## config.mk

```make
export PLATFORM = sky130hd
export DESIGN_NAME = sipo_loader
export DESIGN_NICKNAME = d
export VERILOG_FILES = /design/src/rtl/sipo_loader.sv
export SDC_FILE = /design/constraint.sdc
export NUM_CORES = 1
export LEC_CHECK = 0
export CAP_MARGIN = 20
export CORE_MARGIN = 2
export CORE_UTILIZATION = 40
export DETAILED_ROUTE_END_ITERATION = 10
export DONT_BUFFER_PORTS = 1
export GPL_TIMING_DRIVEN = 0
export MAX_ROUTING_LAYER = met4
export SKIP_CTS_REPAIR_TIMING = 1
export SYNTH_ARGS = -nofsm -noshare
export SYNTH_HDL_FRONTEND = slang
export SYNTH_SLANG_ARGS = --single-unit
```

## constraint.sdc

```tcl
create_clock -name CLK -period 1.75 [get_ports CLK]
set_input_delay 0.35 -clock CLK [delete_from_list [all_inputs] [get_ports CLK]]
set_output_delay 0.35 -clock CLK [all_outputs]
set_load 0.02 [all_outputs]
```

## src/rtl/sipo_loader.sv

```systemverilog
// Serial-in/parallel-out front end: assembles a framed bit stream into an N-bit word
// and strobes LOAD for one cycle so a downstream PIPO register (d_ffN) captures it.

module sipo_loader #(
    parameter int N         = 8,
    parameter bit MSB_FIRST = 1'b0
) (
    input  logic                   CLK,
    input  logic                   RESET,
    input  logic                   START,
    input  logic                   SIN,
    input  logic                   SVALID,
    output logic [N-1:0]           DATA,
    output logic                   LOAD,
    output logic                   BUSY,
    output logic [$clog2(N+1)-1:0] COUNT
);

    localparam int CW = $clog2(N + 1);

    localparam logic [1:0] S_IDLE  = 2'd0;
    localparam logic [1:0] S_SHIFT = 2'd1;
    localparam logic [1:0] S_LDOUT = 2'd2;

    localparam logic [CW-1:0] CNT_LAST = CW'(N - 1);
    localparam logic [CW-1:0] CNT_FULL = CW'(N);

    logic [1:0]    state_q, state_d;
    logic [N-1:0]  sr_q, sr_d;
    logic [CW-1:0] count_q, count_d;
    logic [N-1:0]  sr_shifted;

    always_comb begin
        if (MSB_FIRST) begin
            sr_shifted = {sr_q[N-2:0], SIN};
        end else begin
            sr_shifted = {SIN, sr_q[N-1:1]};
        end
    end

    always_comb begin
        // NOTE: every signal gets a default before the case so no path leaves it
        // unassigned; a missing default here is how latches get inferred.
        state_d = state_q;
        sr_d    = sr_q;
        count_d = count_q;

        case (state_q)
            S_IDLE: begin
                if (START) begin
                    state_d = S_SHIFT;
                    sr_d    = '0;
                    count_d = '0;
                end
            end

            S_SHIFT: begin
                // START outranks SVALID: restart the frame and drop the coincident bit.
                if (START) begin
                    sr_d    = '0;
                    count_d = '0;
                end else if (SVALID) begin
                    sr_d = sr_shifted;
                    if (count_q != CNT_FULL) begin
                        count_d = count_q + 1'b1;
                    end
                    if (count_q == CNT_LAST) begin
                        state_d = S_LDOUT;
                    end
                end
            end

            S_LDOUT: begin
                state_d = S_IDLE;
            end

            default: begin
                state_d = S_IDLE;
            end
        endcase
    end

    // NOTE: state registers use non-blocking assignments so every flop samples
    // the pre-edge values regardless of block ordering.
    always_ff @(posedge CLK or posedge RESET) begin
        if (RESET) begin
            state_q <= S_IDLE;
            sr_q    <= '0;
            count_q <= '0;
        end else begin
            state_q <= state_d;
            sr_q    <= sr_d;
            count_q <= count_d;
        end
    end

    assign DATA  = sr_q;
    assign LOAD  = (state_q == S_LDOUT);
    assign BUSY  = (state_q == S_SHIFT);
    assign COUNT = count_q;

endmodule


```

### Word level (Yosys, flattened, before mapping)

Index checks and enable logic that the tools add are counted.

| storage, ports and cells | value |
|---|---|
| register bits after elaboration | 14 |
| latch bits | 0 |
| memory bits (writable) | 0 |
| memory bits (read-only) | 0 |
| input bits | 5 |
| output and inout port bits | 14 |
| word-level logic and storage cells | 33 |
| memories kept | 0 |

| operators by class | value |
|---|---|
| $add $sub $neg | 1 |
| multiply operators | 0 |
| div/mod/pow operators | 0 |
| order comparisons | 0 |
| equal/unequal tests | 10 |
| shift operators | 0 |
| multiplexer cells | 14 |
| bitwise operators | 0 |
| reductions and logical operators | 5 |

Operators by type and width:

| kind | count |
|---|---|
| $mux W8 | 3 |
| $mux W4 | 4 |
| $pmux W8 S2 | 1 |
| $mux W2 | 4 |
| $pmux W4 S2 | 1 |
| $reduce_and A4 Y1 | 2 |
| $ne A2 B2 Y1 const B | 3 |
| $add A4 B1 Y4 const B | 1 |
| $eq A4 B3 Y1 const B | 1 |
| $ne A4 B4 Y1 const B | 1 |
| $pmux W2 S2 | 1 |
| $ne A3 B2 Y1 const B | 1 |
| $ne A3 B3 Y1 const B | 1 |
| $reduce_and A3 Y1 | 1 |
| $eq A2 B1 Y1 const B | 1 |
| $eq A2 B2 Y1 const B | 1 |
| $logic_not A2 Y1 | 1 |
| $ne A2 B1 Y1 const B | 1 |
| $reduce_bool A2 Y1 | 1 |

### Depth between registers and ports, before layout

| logic depth | value |
|---|---|
| depth in word-level cells | 5 |
| depth in mapped cells | 5 |
| depth with buffers taken out | 5 |

### Worst setup path after synthesis

OpenSTA, ideal clock, no wires.

| timing | value |
|---|---|
| path type | flip-flop to flip-flop |
| from | register state_q[1] |
| to | register count_q[3], in the netlist COUNT[3] |
| library setup time | 0.087 ns |
| arrival time | 1.403 ns |
| data required time | 1.663 ns |
| setup slack | 0.260 ns |
| stages on the path, launching flop included | 4 |
| cells stage by stage | dfrtp_1 -> or3b_1 -> or4_1 -> o211ai_1 |

| on the way | value |
|---|---|
| word-level cells in the longest chain between the ends | 3 |
| elaborated cells on any way between the ends | 8 |
| classes of those cells | eq/ne: 4; mux: 1; reduce/logical: 3 |

RTL lines:

| element | line | source |
|---|---|---|
| from (decl) | 28 | `logic [1:0] state_q, state_d;` |
| from (signal assigned) | 91 | `state_q <= state_d;` |
| $eq A2 B1 Y1 or $logic_not A2 Y1 (tied branches) | 48 | `case (state_q)` |
| $ne A3 B2 Y1 (no line), or another cell as far along | -- |  |
| $reduce_and A4 Y1 (no line) | -- |  |
| to (signal assigned) | 93 | `count_q <= count_d;` |
| to (decl) | 30 | `logic [CW-1:0] count_q, count_d;` |

Parallel ways exist; a longest one is shown, timed or not.
A chain may end at the register's enable or synchronous reset.

### Worst setup path in the final report

| timing | value |
|---|---|
| from | register count_q[0], in the netlist COUNT[0] |
| to | register count_q[1], in the netlist COUNT[1] |

| on the way | value |
|---|---|
| word-level cells in the longest chain between the ends | 5 |
| elaborated cells on any way between the ends | 8 |
| classes of those cells | add/sub: 1; eq/ne: 2; mux: 4; reduce/logical: 1 |

RTL lines:

| element | line | source |
|---|---|---|
| $add A4 B1 Y4 | 65 | `count_d = count_q + 1'b1;` |
| $mux W4 | 64 | `if (count_q != CNT_FULL) begin` |
| $mux W4 | 62 | `end else if (SVALID) begin` |
| $mux W4 | 59 | `if (START) begin` |
| $pmux W4 S2 | 48 |  |

Parallel ways exist; a longest one is shown, timed or not. The select of a mux whose other input is x is not followed.

==> metrics.yaml <==
synth:
  synth_edf_count: 0
  synth_top_area_cell: "dfrtp_1"
  ys_warn_count: 0
  yosysUniqueCellTypes: 23
  synthesis.area_sq_um: 684
  synth-seq-cells: 14
  async_reset_ff_share_pct: 100
  yosysSeqAreaShare_pct: 51.2
  syn-num-nets: 80
  synthFlopType: "dfrtp_1"
  yosysMostFrequentCell: "o21ai_0"
  synth_top_area_share_pct: 51.2
  yosys-top-cells-area: "dfrtp_1 (51%), o21ai_0 (12%), nand2_1 (4.4%)"
  avgSynthCellArea_sq_um: 9.38
  yosys-top-cells-count: "o21ai_0 (17), dfrtp_1 (14), nand2_1 (8)"
  netlist_instances: 73
cells_and_area:
  design_area_sq_um: 741
  drive_gt1_share_pct: 9.09
  num_antenna_cells: 0
  postLayoutCoreUtil_pct: 47.5
  nNetsFinal: 85
  syn_to_final_growth_pct: 8.23
  final_cells: 93
clock_tree:
  cts_sinks: 14
  clkTransAtPathRegs_ns: 0.09
  clk_latency_ns: 0.28
  root_buffer: "clkbuf_4"
  htree_num_levels: 1
  cts.path.max_buffers: 2
  cts_made_buffers: 3
  cts_tree: "built"
die:
  coreArea_sq_mm: 0.00156
  rows: 14
  die_area_sq_mm: 0.00206
  pin_count: 19
  die_y_um: 45.4
  initial_core_util_pct: 43.9
  die_w_um: 45.4
global_route:
  grt_pass1_vias: 479
  use_met3_pct: 7.60
  grt_max_degree: 15
  globalRouteMet2Util_pct: 22.6
  grtUsageMet1_pct: 19.0
  grt_usage_pct: 16.1
  gr-total-overflow: 0
  grt_pass1_wl_mm: 2.20
  grt-busiest-layer: "met2"
  antenna_found_initial: 0
status:
  violations: "hold timing"
  status: "complete, but fails checks"
worst_setup_path:
  cp-start-kind: "flop"
  cp_max_fo: 4
  path_class: "flop to flop"
  end_kind: "flop"
  path_cells: "inv_1 > ha_1 > and3b_1 > a211oi_1 > o22ai_1"
  required_ns: 1.90
  critical-path-slowest-cell: "dfrtp_1"
  max_stage_delay_ns: 0.50
  arrival_ns: 1.75
timing:
  max_slew_margin_pct: 65.1
  setup_ws_ns: 0.144
  fin_skew_ns: 0.00713
  rsz0062_at_grt: "false"
  finalCritPeriodShare_pct: 91.8
  min_period_ns: 1.61
  hold_viol_final: 14
  worstMarginPinSlew_ns: 0.523
  hold_ws_ns: -0.0168
  fmax_ghz: 0.623
  report.final.slew_viol_count: 0
  fin_setup_tns_ns: 0
  final-setup-viol-count: 0
pwr:
  total_power_mw: 0.629
  peakVddDrop_mv: 0.483
  p_per_area_mw_per_mm2: 849
  total_leakage_power_nw: 0.328
detailed_routing:
  wl_mm: 1.33
  via_per_inst: 5.71
  vias: 531
  drc_errors: 0
  routedWlPerCell_um: 14.3
  ant_nets: 0
  drt_iter0_drc: 6
  drt_pre_antenna_iters: 3
placement:
  pre_cts_ws_ns: 0.174
  io_buffer_count: 0
  dpl.cell_count: 89
  globalplace.congestion: 0.770
  dp_hpwl_um: 951
  placed_area_sq_um: 704
flow_run:
  drv_cap: 0
worst_hold_path:
  hp-class: "input port to asynchronous set/reset pin"
[layer usage]
metal,wire length [um],vias up,share of wire [%]
li1,-,263,-
met1,623,253,47
met2,625,11,47
met3,60,4,4.5
met4,25,0,1.9
met5,0,-,0
[layout make-up]
class	count	area, sq um
fillers	156	818
flip-flops and latches	14	350
multi-input cells	50	298
clock buffers	4	36.3
well taps	16	20.0
inverters	5	18.8
plain buffers	4	17.5
[state kept, by name, indices dropped and copies added, names as in the netlist]
signal / cells
DATA: 8
state_q: 2
COUNT: 4
[report_power, final]
part           total, mW  leakage (nW)  internal (mW)  switching, mW
Sequential         0.356         0.187          0.333         0.0229
Combinational     0.0441         0.120         0.0146         0.0294
Clock              0.229        0.0210          0.127          0.103
[cell families (layout without fill, tap and decap cells)]
| group | count (synthesis) | in the layout | synth area share (%) |
|---|---|---|---|
| and+or+nand+nor | 23 | 23 | 18.8 |
| DFF | 14 | 14 | 51.2 |
| muxes | 2 | 2 | 2.93 |
| AOI/OAI and AO/OA | 23 | 23 | 18.1 |
| buffers and inverters | 9 | 13 | 5.30 |
| adders and majority gates | 2 | 2 | 3.66 |
[critical path: cells and delay by family (launching register included)]
family / cells / cell delay (ns)
AOI/OAI and AO/OA: 2 / 0.48
adders and majority gates: 1 / 0.22
buffers and inverters: 1 / 0.12
DFF: 1 / 0.50
and+or+nand+nor: 1 / 0.16
[layout by cell type, fill, tap and decap left out, types with 2 or more instances in the layout]
master / count
nand3_1: 3
ha_1: 2
and2b_1: 2
nand2_1: 8
dfrtp_1: 14
inv_1: 5
nor2_1: 2
buf_2: 2
clkbuf_4: 3
a211oi_1: 2
clkbuf_1: 2
a21oi_1: 2
o21ai_0: 17
mux2i_1: 2
[path summary, 6_finish.rpt]
| path | startpoint | end | slack, ns | cells past startpoint |
|---|---|---|---|---|
| setup / recovery | COUNT[0]$_DFFE_PP0P_ | COUNT[1]$_DFFE_PP0P_ | 0.14 | 5 |
| hold / removal | RESET | DATA[6]$_DFFE_PP0P_ | -0.02 | 1 |
| setup reg to reg | COUNT[0]$_DFFE_PP0P_ | COUNT[1]$_DFFE_PP0P_ | 0.14 | 5 |
| hold reg to reg | state_q[0]$_DFFE_PP0P_ | state_q[0]$_DFFE_PP0P_ | 0.60 | 2 |
| max in group asynchronous | RESET | COUNT[1]$_DFFE_PP0P_ | 1.41 | 1 |
| min in group CLK | START | state_q[0]$_DFFE_PP0P_ | 0.19 | 2 |
Power figures use the tool's default switching activity.
